<file path="src/rtl/spi_reg_responder.sv">
// SPI mode-0 register responder: oversamples SCK/MOSI/CSN in axi_aclk and decodes 40-bit frames.
// Optional macro SPI_REG_STATUS_EN shifts {4'b1010, err_cnt} out on MISO during the command byte.
module spi_reg_responder #(
  parameter int NREGS       = 16,
  parameter int ADDR_W      = 4,
  parameter int DATA_W      = 32,
  parameter int SYNC_STAGES = 2
) (
  input  logic              axi_aclk,
  input  logic              axi_areset,
  input  logic              spi_sck_i,
  input  logic              spi_mosi_i,
  input  logic              spi_csn_i,
  output logic              spi_miso_o,
  output logic              spi_miso_t,
  output logic              wr_en,
  output logic [ADDR_W-1:0] wr_addr,
  output logic [DATA_W-1:0] wr_data,
  output logic              rd_en,
  output logic [ADDR_W-1:0] rd_addr,
  input  logic [DATA_W-1:0] rd_data,
  output logic              busy,
  output logic              frame_err
);

  typedef enum logic [2:0] {WAIT_CS, IDLE, CMD, RD_REQ, RD_CAP, DATA, DRAIN} state_e;

  state_e                 state_q, state_d;
  logic [SYNC_STAGES-1:0] sck_sync_q, sck_sync_d;
  logic [SYNC_STAGES-1:0] mosi_sync_q, mosi_sync_d;
  logic [SYNC_STAGES-1:0] csn_sync_q, csn_sync_d;
  logic                   sck_prev_q, sck_prev_d;
  logic                   csn_prev_q, csn_prev_d;
  logic [5:0]             cnt_q, cnt_d;
  logic [7:0]             cmd_q, cmd_d;
  logic [DATA_W-2:0]      shin_q, shin_d;
  logic [DATA_W-1:0]      shout_q, shout_d;
  logic                   miso_q, miso_d;
  logic                   miso_t_q, miso_t_d;
  logic                   busy_q, busy_d;
  logic                   wr_en_q, wr_en_d;
  logic [ADDR_W-1:0]      wr_addr_q, wr_addr_d;
  logic [DATA_W-1:0]      wr_data_q, wr_data_d;
  logic                   rd_en_q, rd_en_d;
  logic [ADDR_W-1:0]      rd_addr_q, rd_addr_d;
  logic                   frame_err_q, frame_err_d;

  logic                   sck_s, mosi_s, csn_s;
  logic                   sck_rise, sck_fall, csn_rise, csn_fall;
  logic                   in_frame, cmd_bad;
  logic [7:0]             cmd_next;
  logic [DATA_W-1:0]      data_next;
  logic [7:0]             status_byte;

  // Synchronizer shift and edge-detect history.
  always_comb begin
    sck_sync_d  = {sck_sync_q[SYNC_STAGES-2:0], spi_sck_i};
    mosi_sync_d = {mosi_sync_q[SYNC_STAGES-2:0], spi_mosi_i};
    csn_sync_d  = {csn_sync_q[SYNC_STAGES-2:0], spi_csn_i};
    sck_s       = sck_sync_q[SYNC_STAGES-1];
    mosi_s      = mosi_sync_q[SYNC_STAGES-1];
    csn_s       = csn_sync_q[SYNC_STAGES-1];
    sck_prev_d  = sck_s;
    csn_prev_d  = csn_s;
    sck_rise    = sck_s & ~sck_prev_q;
    sck_fall    = ~sck_s & sck_prev_q;
    csn_rise    = csn_s & ~csn_prev_q;
    csn_fall    = ~csn_s & csn_prev_q;
  end

`ifdef SPI_REG_STATUS_EN
  logic [3:0] err_cnt_q, err_cnt_d;

  // Saturating count of aborted frames, reported in the status byte.
  always_comb begin
    if (frame_err_d && (err_cnt_q != 4'hF)) begin
      err_cnt_d = err_cnt_q + 4'd1;
    end else begin
      err_cnt_d = err_cnt_q;
    end
    status_byte = {4'b1010, err_cnt_q};
  end

  // Error counter register.
  always_ff @(posedge axi_aclk) begin
    if (axi_areset) begin
      err_cnt_q <= 4'd0;
    end else begin
      err_cnt_q <= err_cnt_d;
    end
  end
`else
  assign status_byte = 8'h00;
`endif

  // Frame decoder: next state and registered outputs.
  always_comb begin
    state_d     = state_q;
    cnt_d       = cnt_q;
    cmd_d       = cmd_q;
    shin_d      = shin_q;
    shout_d     = shout_q;
    miso_d      = miso_q;
    miso_t_d    = miso_t_q;
    busy_d      = busy_q;
    wr_en_d     = 1'b0;
    wr_addr_d   = wr_addr_q;
    wr_data_d   = wr_data_q;
    rd_en_d     = 1'b0;
    rd_addr_d   = rd_addr_q;
    frame_err_d = 1'b0;
    cmd_next    = {cmd_q[6:0], mosi_s};
    data_next   = {shin_q, mosi_s};
    cmd_bad     = (cmd_next[6:4] != 3'b000) ||
                  (32'(cmd_next[ADDR_W-1:0]) >= 32'(NREGS));
    in_frame    = (state_q == CMD) || (state_q == RD_REQ) ||
                  (state_q == RD_CAP) || (state_q == DATA);

    if (in_frame && csn_rise) begin
      state_d     = IDLE;
      frame_err_d = 1'b1;
      busy_d      = 1'b0;
      miso_t_d    = 1'b1;
      miso_d      = 1'b0;
    end else begin
      case (state_q)
        WAIT_CS: begin
          if (csn_s) begin
            state_d = IDLE;
          end else begin
            state_d = WAIT_CS;
          end
        end
        IDLE: begin
          if (csn_fall) begin
            state_d  = CMD;
            busy_d   = 1'b1;
            miso_t_d = 1'b0;
            cnt_d    = 6'd0;
            miso_d   = status_byte[7];
            shout_d  = {status_byte[6:0], {(DATA_W-7){1'b0}}};
          end else begin
            state_d = IDLE;
          end
        end
        CMD: begin
          if (sck_rise) begin
            cmd_d = cmd_next;
            cnt_d = cnt_q + 6'd1;
            if (cnt_q == 6'd7) begin
              shout_d = {DATA_W{1'b0}};
              if (cmd_bad) begin
                state_d = DRAIN;
                miso_d  = 1'b0;
              end else if (cmd_next[7]) begin
                state_d   = RD_REQ;
                rd_en_d   = 1'b1;
                rd_addr_d = cmd_next[ADDR_W-1:0];
              end else begin
                state_d = DATA;
              end
            end else begin
              state_d = CMD;
            end
          end else if (sck_fall) begin
            miso_d  = shout_q[DATA_W-1];
            shout_d = {shout_q[DATA_W-2:0], 1'b0};
          end else begin
            state_d = CMD;
          end
        end
        RD_REQ: state_d = RD_CAP;
        RD_CAP: begin
          // rd_data is valid the cycle after rd_en.
          shout_d = rd_data;
          state_d = DATA;
        end
        DATA: begin
          if (sck_rise) begin
            shin_d = data_next[DATA_W-2:0];
            cnt_d  = cnt_q + 6'd1;
            if (cnt_q == 6'd39) begin
              state_d = DRAIN;
              if (!cmd_q[7]) begin
                wr_en_d   = 1'b1;
                wr_addr_d = cmd_q[ADDR_W-1:0];
                wr_data_d = data_next;
              end else begin
                wr_en_d = 1'b0;
              end
            end else begin
              state_d = DATA;
            end
          end else if (sck_fall) begin
            miso_d  = cmd_q[7] & shout_q[DATA_W-1];
            shout_d = {shout_q[DATA_W-2:0], 1'b0};
          end else begin
            state_d = DATA;
          end
        end
        DRAIN: begin
          miso_d = 1'b0;
          if (csn_s) begin
            state_d  = IDLE;
            busy_d   = 1'b0;
            miso_t_d = 1'b1;
          end else begin
            state_d = DRAIN;
          end
        end
        default: begin
          state_d  = WAIT_CS;
          busy_d   = 1'b0;
          miso_t_d = 1'b1;
          miso_d   = 1'b0;
        end
      endcase
    end
  end

  // State, datapath and output registers.
  always_ff @(posedge axi_aclk) begin
    if (axi_areset) begin
      state_q     <= WAIT_CS;
      sck_sync_q  <= '0;
      mosi_sync_q <= '0;
      csn_sync_q  <= '0;
      sck_prev_q  <= 1'b0;
      csn_prev_q  <= 1'b0;
      cnt_q       <= 6'd0;
      cmd_q       <= 8'd0;
      shin_q      <= '0;
      shout_q     <= '0;
      miso_q      <= 1'b0;
      miso_t_q    <= 1'b1;
      busy_q      <= 1'b0;
      wr_en_q     <= 1'b0;
      wr_addr_q   <= '0;
      wr_data_q   <= '0;
      rd_en_q     <= 1'b0;
      rd_addr_q   <= '0;
      frame_err_q <= 1'b0;
    end else begin
      state_q     <= state_d;
      sck_sync_q  <= sck_sync_d;
      mosi_sync_q <= mosi_sync_d;
      csn_sync_q  <= csn_sync_d;
      sck_prev_q  <= sck_prev_d;
      csn_prev_q  <= csn_prev_d;
      cnt_q       <= cnt_d;
      cmd_q       <= cmd_d;
      shin_q      <= shin_d;
      shout_q     <= shout_d;
      miso_q      <= miso_d;
      miso_t_q    <= miso_t_d;
      busy_q      <= busy_d;
      wr_en_q     <= wr_en_d;
      wr_addr_q   <= wr_addr_d;
      wr_data_q   <= wr_data_d;
      rd_en_q     <= rd_en_d;
      rd_addr_q   <= rd_addr_d;
      frame_err_q <= frame_err_d;
    end
  end

  assign spi_miso_o = miso_q;
  assign spi_miso_t = miso_t_q;
  assign busy       = busy_q;
  assign wr_en      = wr_en_q;
  assign wr_addr    = wr_addr_q;
  assign wr_data    = wr_data_q;
  assign rd_en      = rd_en_q;
  assign rd_addr    = rd_addr_q;
  assign frame_err  = frame_err_q;

endmodule

</file>
<file path="config.mk">
export PLATFORM = sky130hd
export DESIGN_NAME = spi_reg_responder
export DESIGN_NICKNAME = d
export VERILOG_FILES = /design/src/rtl/spi_reg_responder.sv
export SDC_FILE = /design/constraint.sdc
export NUM_CORES = 1
export LEC_CHECK = 0
export ABC_AREA = 0
export CORE_MARGIN = 1.5
export CORE_UTILIZATION = 25
export CTS_CLUSTER_DIAMETER = 40
export DETAILED_ROUTE_END_ITERATION = 16
export DONT_BUFFER_PORTS = 1
export HOLD_SLACK_MARGIN = 0.02
export SLEW_MARGIN = 40
export SYNTH_ARGS = -nofsm -noshare
export SYNTH_HDL_FRONTEND = slang
export SYNTH_SLANG_ARGS = --single-unit
</file>
<file path="constraint.sdc">
create_clock -name axi_aclk -period 2.1 [get_ports axi_aclk]
set_input_delay 0.42 -clock axi_aclk [delete_from_list [all_inputs] [get_ports axi_aclk]]
set_output_delay 0.42 -clock axi_aclk [all_outputs]
set_load 0.01 [all_outputs]
</file>
==> reports/metrics.csv <==
stage;metric;value;unit
hold_path;min-delay src;axi_areset;
setup_path;CP max-delay cell;or3b_4;
layout;Nets;740;
sta;Hold Fails Final Rpt;0;
sta;Worst Skew;0.00828;ns
layout;most common cell after layout, fill and taps aside;nand2_1;
setup_path;crit path cell chain;inv_1 > ha_1 > or3b_4 > buf_4 > and3_1 > a41oi_1 > a311oi_1;
clock_tree;Clock Path Buffers;2;
synth;Mapped Nets;736;
grt;largest net degree at the start of global routing;99;
synth;Avg Inst Size Synth;8.16;µm²
sta;setup ws final;0.108;ns
die;Initial Utilization;0.257;
setup_path;FF-to-FF path depth;7;
sta;Tcrit/Tclk final;0.949;
clock_tree;Root Buffer;clkbuf_16;
synth;synthesized area;0.00566;mm²
sta;Final Max Slew Viols;0;
synth;post-synthesis cell count;694;
clock_tree;Num CTS Buffers;17;
setup_path;Worst setup SP type;register;
clock_tree;Reg clk slew, reported paths;0.06;ns
layout;filler instances;2338;
setup_path;register-to-register setup slack;0.11;ns
sta;Slew @ Worst Pin;0.532;ns
grt;first-pass GRT wire length;22300;µm
synth;number of enable flip-flop cells after synthesis;0;
synth;register bit total from synthesis;134;
synth;Post-synth top flop;dfxtp_1;
synth;top cells by area, synth;dfxtp_1 (47%), nand2_1 (12%), a21oi_1 (9.4%);
sta;RSZ-0062 raised after global routing;false;
setup_path;RR Startpoint;state_q[1];
layout;multi-input logic area;0.00273;mm²
setup_path;reg2reg end;cnt_q[4];
grt;initial antenna violation count;0;
placed_design;global placement routability congestion;0.845;
detailed_routing;residual DRC count;0;
sta;min cycle time layout;1.99;ns
layout;P&R area growth vs syn;18.4;%
sta;fmax;502;MHz
die;DIE WIDTH;154;µm
power;leak pwr;2.14;nW
synth;YS warnings;0;
power;Worst VDD drop;0.482;mV
hold_path;hold depth;1;
placed_design;Port-buffer cells;0;
power;Pwr per Cell Area;815;mW/mm²
sta;Setup-failing EPs final;0;
layout;FF+latch area;0.00268;mm²
die;Ports;83;
die;core area;0.0220;mm²
die;Rows;54;
layout;most frequent cells in the layout;nand2_1 (176), dfxtp_1 (134), a21oi_1 (105);
clock_tree;Clk Latency, worst-skew pair;0.42;ns
power;total power;5.47;mW
layout;share of layout cells above drive strength 1;0.115;
run;number of max-cap violations;0;
synth;post-synthesis sequential area ratio;0.474;
detailed_routing;vias after detailed routing;4613;
outcome;outcome;finished clean;
grt;grt ovf;0;
placed_design;post-DP HPWL;8740;µm
synth;Synth top area share;0.474;
detailed_routing;drt first pass iters;5;
clock_tree;CTS tree;done;
die;Die Y;154;µm
sta;Min Hold Slack;0.0729;ns
detailed_routing;WL final;13500;µm
synth;Synth cell types;52;
setup_path;worst path required time;2.38;ns
layout;number of diodes;0;
layout;Finished Core Util;0.305;
detailed_routing;remaining antenna violation count;0;
detailed_routing;routed length per placed instance;13.6;µm
setup_path;crit path max fanout;6;
grt;total track usage;0.118;
hold_path;HP Class;in2reg;
setup_path;CP max stage delay;0.44;ns
detailed_routing;Iter 0 DRT Violations;269;
setup_path;Worst Setup End Kind;register;
setup_path;Arr. time, crit path;2.27;ns
detailed_routing;vias per cell;4.66;
synth;area leader, netlist;dfxtp_1;
die;die area;0.0236;mm²
hold_path;Hold EP;wr_data[18];
sta;worst relative slew slack;0.644;
placed_design;worst slack, placed;0.0658;ns
clock_tree;CTS H-tree lvls;4;
setup_path;CP Class;reg2reg;
grt;vias in the first global route;4330;
clock_tree;clk sinks;134;
synth;ys async rst share;0;
## logic make-up (layout without fill, tap and decap cells)
family,Yosys count,in the layout,share of synthesized area
AO/OA/AOI/OAI,166,166,0.161
flip-flops,134,134,0.474
adder cells (fa/ha/maj),5,5,0.0110
AND/OR/NAND/NOR,286,286,0.226
multiplexers,45,45,0.0795
buffers and inverters,58,74,0.0490
## cell type report
class,instances,area share
Tap cell,280,0.0522
Multi-Input combinational cell,502,0.407
Inverter,8,0.00448
Sequential cell,134,0.400
Clock inverter,13,0.0188
Timing Repair Buffer,35,0.0541
Clock buffer,18,0.0640
## power by group
| part | switching (mW) | internal [mW] |
|---|---|---|
| registers | 0.00616 | 2.55 |
| clock network | 1.19 | 1.64 |
| logic | 0.0453 | 0.0338 |
| total | 1.24 | 4.22 |
## synth_stat cells, types with 2 or more instances
cell / instances
nand2_1: 176
dfxtp_1: 134
a21oi_1: 106
nor2_1: 58
mux2i_1: 45
clkbuf_1: 31
o21ai_1: 31
buf_2: 12
nor2b_1: 11
inv_1: 8
nand2b_1: 7
buf_6: 6
a311oi_1: 5
ha_1: 5
nor3_1: 5
o21ai_0: 5
or3_1: 4
a211oi_1: 2
a2bb2oi_1: 2
a41oi_1: 2
and3_1: 2
and3b_1: 2
nand3_1: 2
nor3b_1: 2
o221ai_1: 2
or2_1: 2
or3b_2: 2
## critical path: cells and delay by family (launching register included)
family / cells / cell delay [ns]
AND/OR/NAND/NOR: 2 / 0.68
adder cells (fa/ha/maj): 1 / 0.31
AO/OA/AOI/OAI: 2 / 0.31
buffers and inverters: 2 / 0.23
flip-flops: 1 / 0.33
## per-stage QoR
stage | instance area [µm²] | cells | setup TNS [ns]
finish | 6710 | 990 | 0
global route | 6710 | 990 | 0
CTS | 6680 | 989 | 0
detailed placement | 6120 | 958 | 0
global placement | 6120 | 958 | 0
floorplan | 5670 | 694 | -0.881
## repair_timing
item | CTS | global route
setup buffers | 0 | 1
setup endpoints to repair | 0 | 63
gates resized for setup | 0 | 4
hold buffers | 0 | 0
hold endpoints to repair | 0 | 0
## sequential cells by signal, indices dropped and copies added (netlist names), 2 cells and up
name         cells
csn_sync_q       2
rd_addr          4
mosi_sync_q      2
shin_q          31
state_q          3
wr_data         32
wr_addr          4
sck_sync_q       2
shout_q         32
cmd_q            8
cnt_q            6
## routing by layer
| layer | global-route usage | up-vias | wire length (µm) |
|---|---|---|---|
| met5 | 0 | - | 0 |
| met4 | 0.0546 | 0 | 287 |
| met3 | 0.0369 | 20 | 627 |
| met2 | 0.186 | 83 | 6410 |
| met1 | 0.147 | 2156 | 6140 |
| li1 | - | 2354 | - |
## worst max path at each step
stage | from | end | slack, ns
after floorplan | state_q[1] | shout_q[10] | -0.03
after global placement | sck_prev_q | shout_q[16] | 0.07
after detailed placement | sck_prev_q | shout_q[16] | 0.07
after CTS | sck_prev_q | shout_q[11] | 0.05
after global routing | cnt_q[0] | shout_q[11] | 0.02
final | state_q[1] | cnt_q[4] | 0.11
Power figures use the tool's default switching activity.
